**src/rtl/control_unit.sv**
```systemverilog
// Hardwired fetch/execute control sequencer for the datapath.
// Steps through T0..T6 and decodes IR into bus selects, load enables and ALU op selects.
module control_unit (
    input  logic        clk,
    input  logic        clr,
    input  logic [31:0] IR,
    output logic        PCout,
    output logic        MDRout,
    output logic        Zlowout,
    output logic        Zhighout,
    output logic [15:0] Rout,
    output logic        MARin,
    output logic        MDRin,
    output logic        PCin,
    output logic        IRin,
    output logic        Yin,
    output logic        Zin,
    output logic        HIin,
    output logic        LOin,
    output logic [15:0] Rin,
    output logic        Read,
    output logic        IncPC,
    output logic        ADD,
    output logic        SUB,
    output logic        AND,
    output logic        OR,
    output logic        MUL,
    output logic        Run,
    output logic [3:0]  State
);

    // state  | meaning
    // RESET  | held by clr=0; all strobes off
    // T0     | PC to MAR, Z <= PC+1
    // T1     | PC <= Z, memory read into MDR
    // T2     | MDR to IR; branch on opcode
    // T3     | Rb to Y
    // T4     | Rc through ALU into Z
    // T5     | Zlow to Ra (ALU ops) or LO (MUL)
    // T6     | Zhigh to HI (MUL only)
    // HALT   | parked until clr=0
    typedef enum logic [3:0] {
        S_RESET = 4'd0,
        S_T0    = 4'd1,
        S_T1    = 4'd2,
        S_T2    = 4'd3,
        S_T3    = 4'd4,
        S_T4    = 4'd5,
        S_T5    = 4'd6,
        S_T6    = 4'd7,
        S_HALT  = 4'd8
    } state_t;

    localparam logic [4:0] OP_ADD  = 5'b00011;
    localparam logic [4:0] OP_SUB  = 5'b00100;
    localparam logic [4:0] OP_AND  = 5'b00101;
    localparam logic [4:0] OP_OR   = 5'b00110;
    localparam logic [4:0] OP_MUL  = 5'b01111;
    localparam logic [4:0] OP_HALT = 5'b11011;

    state_t      r_state;
    logic [4:0]  w_op;
    logic [3:0]  w_ra;
    logic [3:0]  w_rb;
    logic [3:0]  w_rc;
    logic        w_is_alu;
    logic        w_is_mul;
    logic        w_is_halt;
    logic        w_unused;

    function automatic logic [15:0] f_onehot(input logic [3:0] idx);
        f_onehot = 16'h0001 << idx;
    endfunction

    assign w_op      = IR[31:27];
    assign w_ra      = IR[26:23];
    assign w_rb      = IR[22:19];
    assign w_rc      = IR[18:15];
    assign w_is_alu  = (w_op == OP_ADD) || (w_op == OP_SUB) ||
                       (w_op == OP_AND) || (w_op == OP_OR);
    assign w_is_mul  = (w_op == OP_MUL);
    assign w_is_halt = (w_op == OP_HALT);
    // Low IR bits hold immediates for other units and are not decoded here.
    assign w_unused  = ^IR[14:0];

    always_ff @(posedge clk) begin
        if (!clr) begin
            r_state <= S_RESET;
        end else begin
            case (r_state)
                S_RESET: r_state <= S_T0;
                S_T0:    r_state <= S_T1;
                S_T1:    r_state <= S_T2;
                S_T2: begin
                    if (w_is_halt)
                        r_state <= S_HALT;
                    else if (w_is_alu || w_is_mul)
                        r_state <= S_T3;
                    else
                        r_state <= S_T0;
                end
                S_T3:    r_state <= S_T4;
                S_T4:    r_state <= S_T5;
                S_T5:    r_state <= w_is_mul ? S_T6 : S_T0;
                S_T6:    r_state <= S_T0;
                S_HALT:  r_state <= S_HALT;
                default: r_state <= S_RESET;
            endcase
        end
    end

    // Outputs are a pure decode of the state register and IR.
    always_comb begin
        PCout    = 1'b0;
        MDRout   = 1'b0;
        Zlowout  = 1'b0;
        Zhighout = 1'b0;
        Rout     = 16'h0000;
        MARin    = 1'b0;
        MDRin    = 1'b0;
        PCin     = 1'b0;
        IRin     = 1'b0;
        Yin      = 1'b0;
        Zin      = 1'b0;
        HIin     = 1'b0;
        LOin     = 1'b0;
        Rin      = 16'h0000;
        Read     = 1'b0;
        IncPC    = 1'b0;
        ADD      = 1'b0;
        SUB      = 1'b0;
        AND      = 1'b0;
        OR       = 1'b0;
        MUL      = 1'b0;
        case (r_state)
            S_T0: begin
                PCout = 1'b1;
                MARin = 1'b1;
                IncPC = 1'b1;
                Zin   = 1'b1;
            end
            S_T1: begin
                Zlowout = 1'b1;
                PCin    = 1'b1;
                Read    = 1'b1;
                MDRin   = 1'b1;
            end
            S_T2: begin
                MDRout = 1'b1;
                IRin   = 1'b1;
            end
            S_T3: begin
                Rout = f_onehot(w_rb);
                Yin  = 1'b1;
            end
            S_T4: begin
                Rout = f_onehot(w_rc);
                Zin  = 1'b1;
                ADD  = (w_op == OP_ADD);
                SUB  = (w_op == OP_SUB);
                AND  = (w_op == OP_AND);
                OR   = (w_op == OP_OR);
                MUL  = w_is_mul;
            end
            S_T5: begin
                Zlowout = 1'b1;
                if (w_is_mul)
                    LOin = 1'b1;
                else
                    Rin = f_onehot(w_ra);
            end
            S_T6: begin
                Zhighout = 1'b1;
                HIin     = 1'b1;
            end
            default: begin
            end
        endcase
    end

    assign Run   = (r_state != S_RESET) && (r_state != S_HALT);
    assign State = r_state;

endmodule
```
**config.mk**
```make
export PLATFORM = sky130hd
export DESIGN_NAME = control_unit
export DESIGN_NICKNAME = d
export VERILOG_FILES = /design/src/rtl/control_unit.sv
export SDC_FILE = /design/constraint.sdc
export NUM_CORES = 1
export LEC_CHECK = 0
export ABC_AREA = 1
export ABC_CLOCK_PERIOD_IN_PS = 3100
export BUFFER_PORTS_ARGS = -buffer_cell sky130_fd_sc_hd__buf_2
export CORE_MARGIN = 1
export CORE_UTILIZATION = 30
export CTS_CLUSTER_DIAMETER = 50
export DETAILED_ROUTE_END_ITERATION = 16
export PLACE_DENSITY_LB_ADDON = 0.1
export SYNTH_ARGS = -nofsm -noshare
export SYNTH_HDL_FRONTEND = slang
export SYNTH_SLANG_ARGS = --single-unit
```
**constraint.sdc**
```tcl
create_clock -name clk -period 3.1 [get_ports clk]
set_clock_uncertainty 0.15 [all_clocks]
set_input_delay 0.62 -clock clk [delete_from_list [all_inputs] [get_ports clk]]
set_output_delay 0.62 -clock clk [all_outputs]
set_load 0.02 [all_outputs]
```
==> results by group <==
Worst setup path
  – Data required time of the worst path: 2330 ps
  – Worst R2R Start: State[1]
  – Reg2reg end: State[2]
  – Critical Path AT: 1710 ps
  – Critical path class: reg -> out
  – CP endpoint kind: output pin
  – Flop2flop setup slack: 1640 ps
  – CP Max Fanout: 12
  – R2R depth: 6
  – Worst setup SP type: flip-flop

CTS
  – H-tree levels: 1
  – Worst-path clk slew: 40 ps
  – Clock root buffer: clkbuf_4
  – Setup Fix Bufs, Post-CTS: 0
  – Clk_lat worst skew: 240 ps
  – Num CTS Buffers: 3
  – # hold bufs at CTS: 0
  – Post-cts resize count: 0
  – CTS tree: done
  – Maximum root-to-sink buffer count: 2
  – Sinks on Clock Net: 4

Yosys
  – Post-synth EDFFs: 0
  – Synth Cell Area: 754 um2
  – Yosys cell types: 20
  – Mapped Cells: 149
  – Top FF cell, synth: dfxtp_1
  – Synth warn: 0
  – Net Count, Synth: 183
  – Synth top area cells: nor2_1 26%, nand2_1 13%, dfxtp_1 11%
  – Share of the yosys chip area belonging to registers: 10.6%
  – Post-synthesis async set-or-reset flop share: 0%
  – Yosys top cell by area: nor2_1
  – #FFs+latches synth: 4
  – Share of the synthesized area in the top cell type: 26.4%
  – Syn_area_per_cell: 5.06 um2
  – Count leader, synth: nor2_1
  – Synth cell count leaders: 53 x nor2_1, 26 x nand2_1, 14 x inv_1

STA
  – Post-layout min period: 2480 ps
  – Setup violations, final: 0
  – Max Freq: 0.404 GHz
  – Hold Fails Final Rpt: 0
  – Slew @ Worst Pin: 342 ps
  – Rel. slew slack: 77.2%
  – RSZ-0062 raised after global routing: false
  – Hold slack: 429 ps
  – Tcrit/Tclk final: 79.9%
  – Final-report max-slew violation count: 0
  – Fin Setup TNS: 0 ps

Job
  – Max-cap violations: 0

Placed design
  – Post-DP HPWL: 1880 um
  – GPL Wtd Cong: 0.756
  – PortBufs: 74

Drt
  – Per-cell routed wire length: 8.98 um
  – Via count: 1127
  – TritonRoute pass-1 iters: 4
  – Drc violations: 0
  – Iter 0 DRT Violations: 33
  – Via/cell ratio: 4.56
  – Total routed wirelength: 2220 um
  – Post-DRT Antenna Nets: 0

Power
  – Pwr dens: 196 nW/um2
  – VDD IR max: 104 uV
  – P_leak: 0.689 nW

Global routing
  – GRT Total Usage: 16.3%
  – First-pass GRT wire length: 3440 um
  – Vias in the first global route: 887
  – Grt ovf: 0
  – Initial antenna violation count: 0
  – Pin count of the biggest net entering global routing: 13

Worst hold path
  – Hold depth: 2
  – Hold Startpoint: State[3]
  – Hold Path End: State[3]
  – Worst Hold Class: reg -> reg

Finish
  – Max reg flops: 4
  – Final net count: 255
  – FILL cells: 270
  – Area Growth Syn to Fin: 49.3%
  – Share of cells above drive strength 1: 43.8%
  – Diodes inserted: 0

Floorplan
  – Initial Utilization: 32.8%
  – Ports: 90
  – DIE AREA: 2720 um2
  – Die Y: 52.2 um
  – Site Rows: 17
  – Core Box Area: 2300 um2
  – Die X: 52.2 um

Outcome
  – Outcome: completed
-- cells by family after synthesis --
| family | count (synthesis) | share of synthesized area [%] |
|---|---|---|
| AND/OR/NAND/NOR | 111 | 65.5 |
| AO/OA/AOI/OAI | 9 | 7.46 |
| buffers and inverters | 25 | 16.4 |
| flip-flops | 4 | 10.6 |
-- per-layer routing --
metal / global-route usage (%) / up-vias / part of all wire, %
met5: 0 / - / 0
met4: 5.26 / 0 / 0.86
met3: 1.75 / 2 / 7.4
met2: 27.6 / 56 / 44
met1: 21.3 / 469 / 47
li1: - / 600 / -
-- critical path, stage by stage, from the launching register on --
cell,delay (ps)
dfxtp_1,400
inv_2,110
nor2_4,160
nand2_4,130
o21ai_2,230
inv_1,120
nand2_1,110
nor2_1,50
buf_2,170
-- power by group --
part / switching, W / total (W) / internal [W]
sequential: 0.00000448 / 0.0000587 / 0.0000543
combinational: 0.0000634 / 0.0000961 / 0.0000326
clock: 0.0000227 / 0.0000661 / 0.0000434
total: 0.0000906 / 0.000221 / 0.000130
-- placed cells by master, fill, tap and decap left out --
| master | n |
|---|---|
| o21ai_0 | 1 |
| nor2_4 | 1 |
| o211ai_2 | 1 |
| nand2_1 | 26 |
| nand3_1 | 10 |
| clkbuf_4 | 3 |
| nor2_1 | 53 |
| nand2_2 | 4 |
| a21oi_1 | 5 |
| inv_2 | 4 |
| nor3b_1 | 1 |
| nor3_1 | 5 |
| nor2_2 | 6 |
| o21ai_2 | 1 |
| buf_2 | 74 |
| inv_1 | 14 |
| o21ai_1 | 1 |
| nand4_1 | 3 |
| dfxtp_1 | 4 |
| nand2_4 | 2 |
-- through the flow --
step | power (W) | instances | worst slack (ps) | utilization, % | area [um2]
2_1_floorplan | 0.000128 | 149 | 798 | - | 754
3_3_place_gp | 0.000155 | 244 | 757 | 48.0 | 1100
3_5_place_dp | 0.000156 | 244 | 751 | 48.0 | 1100
4_1_cts | 0.000221 | 247 | 627 | 49.0 | 1130
5_1_grt | 0.000241 | 247 | 435 | 49.0 | 1130
6_report | 0.000221 | 247 | 622 | 49.0 | 1130
-- cell type report --
type                            instances  area, um2  area share (%)
Timing Repair Buffer                   74        370            32.9
Inverter                               18       67.6            6.00
Clock buffer                            3       22.5            2.00
Multi-Input combinational cell        120        551            48.9
Sequential cell                         4       80.1            7.11
Tap cell                               28       35.0            3.11
-- worst max path at each step --
| stage | startpoint | to | slack (ps) | depth (start not counted) |
|---|---|---|---|---|
| global route | State[0] | Rout[14] | 430 | 9 |
| floorplan | State[0] | Rout[10] | 800 | 9 |
| CTS | State[0] | Rout[13] | 630 | 8 |
| global placement | IR[27] | Rin[5] | 760 | 7 |
| detailed placement | IR[27] | Rin[5] | 750 | 7 |
| finish | State[0] | Rout[14] | 620 | 8 |
Power figures use the tool's default switching activity.
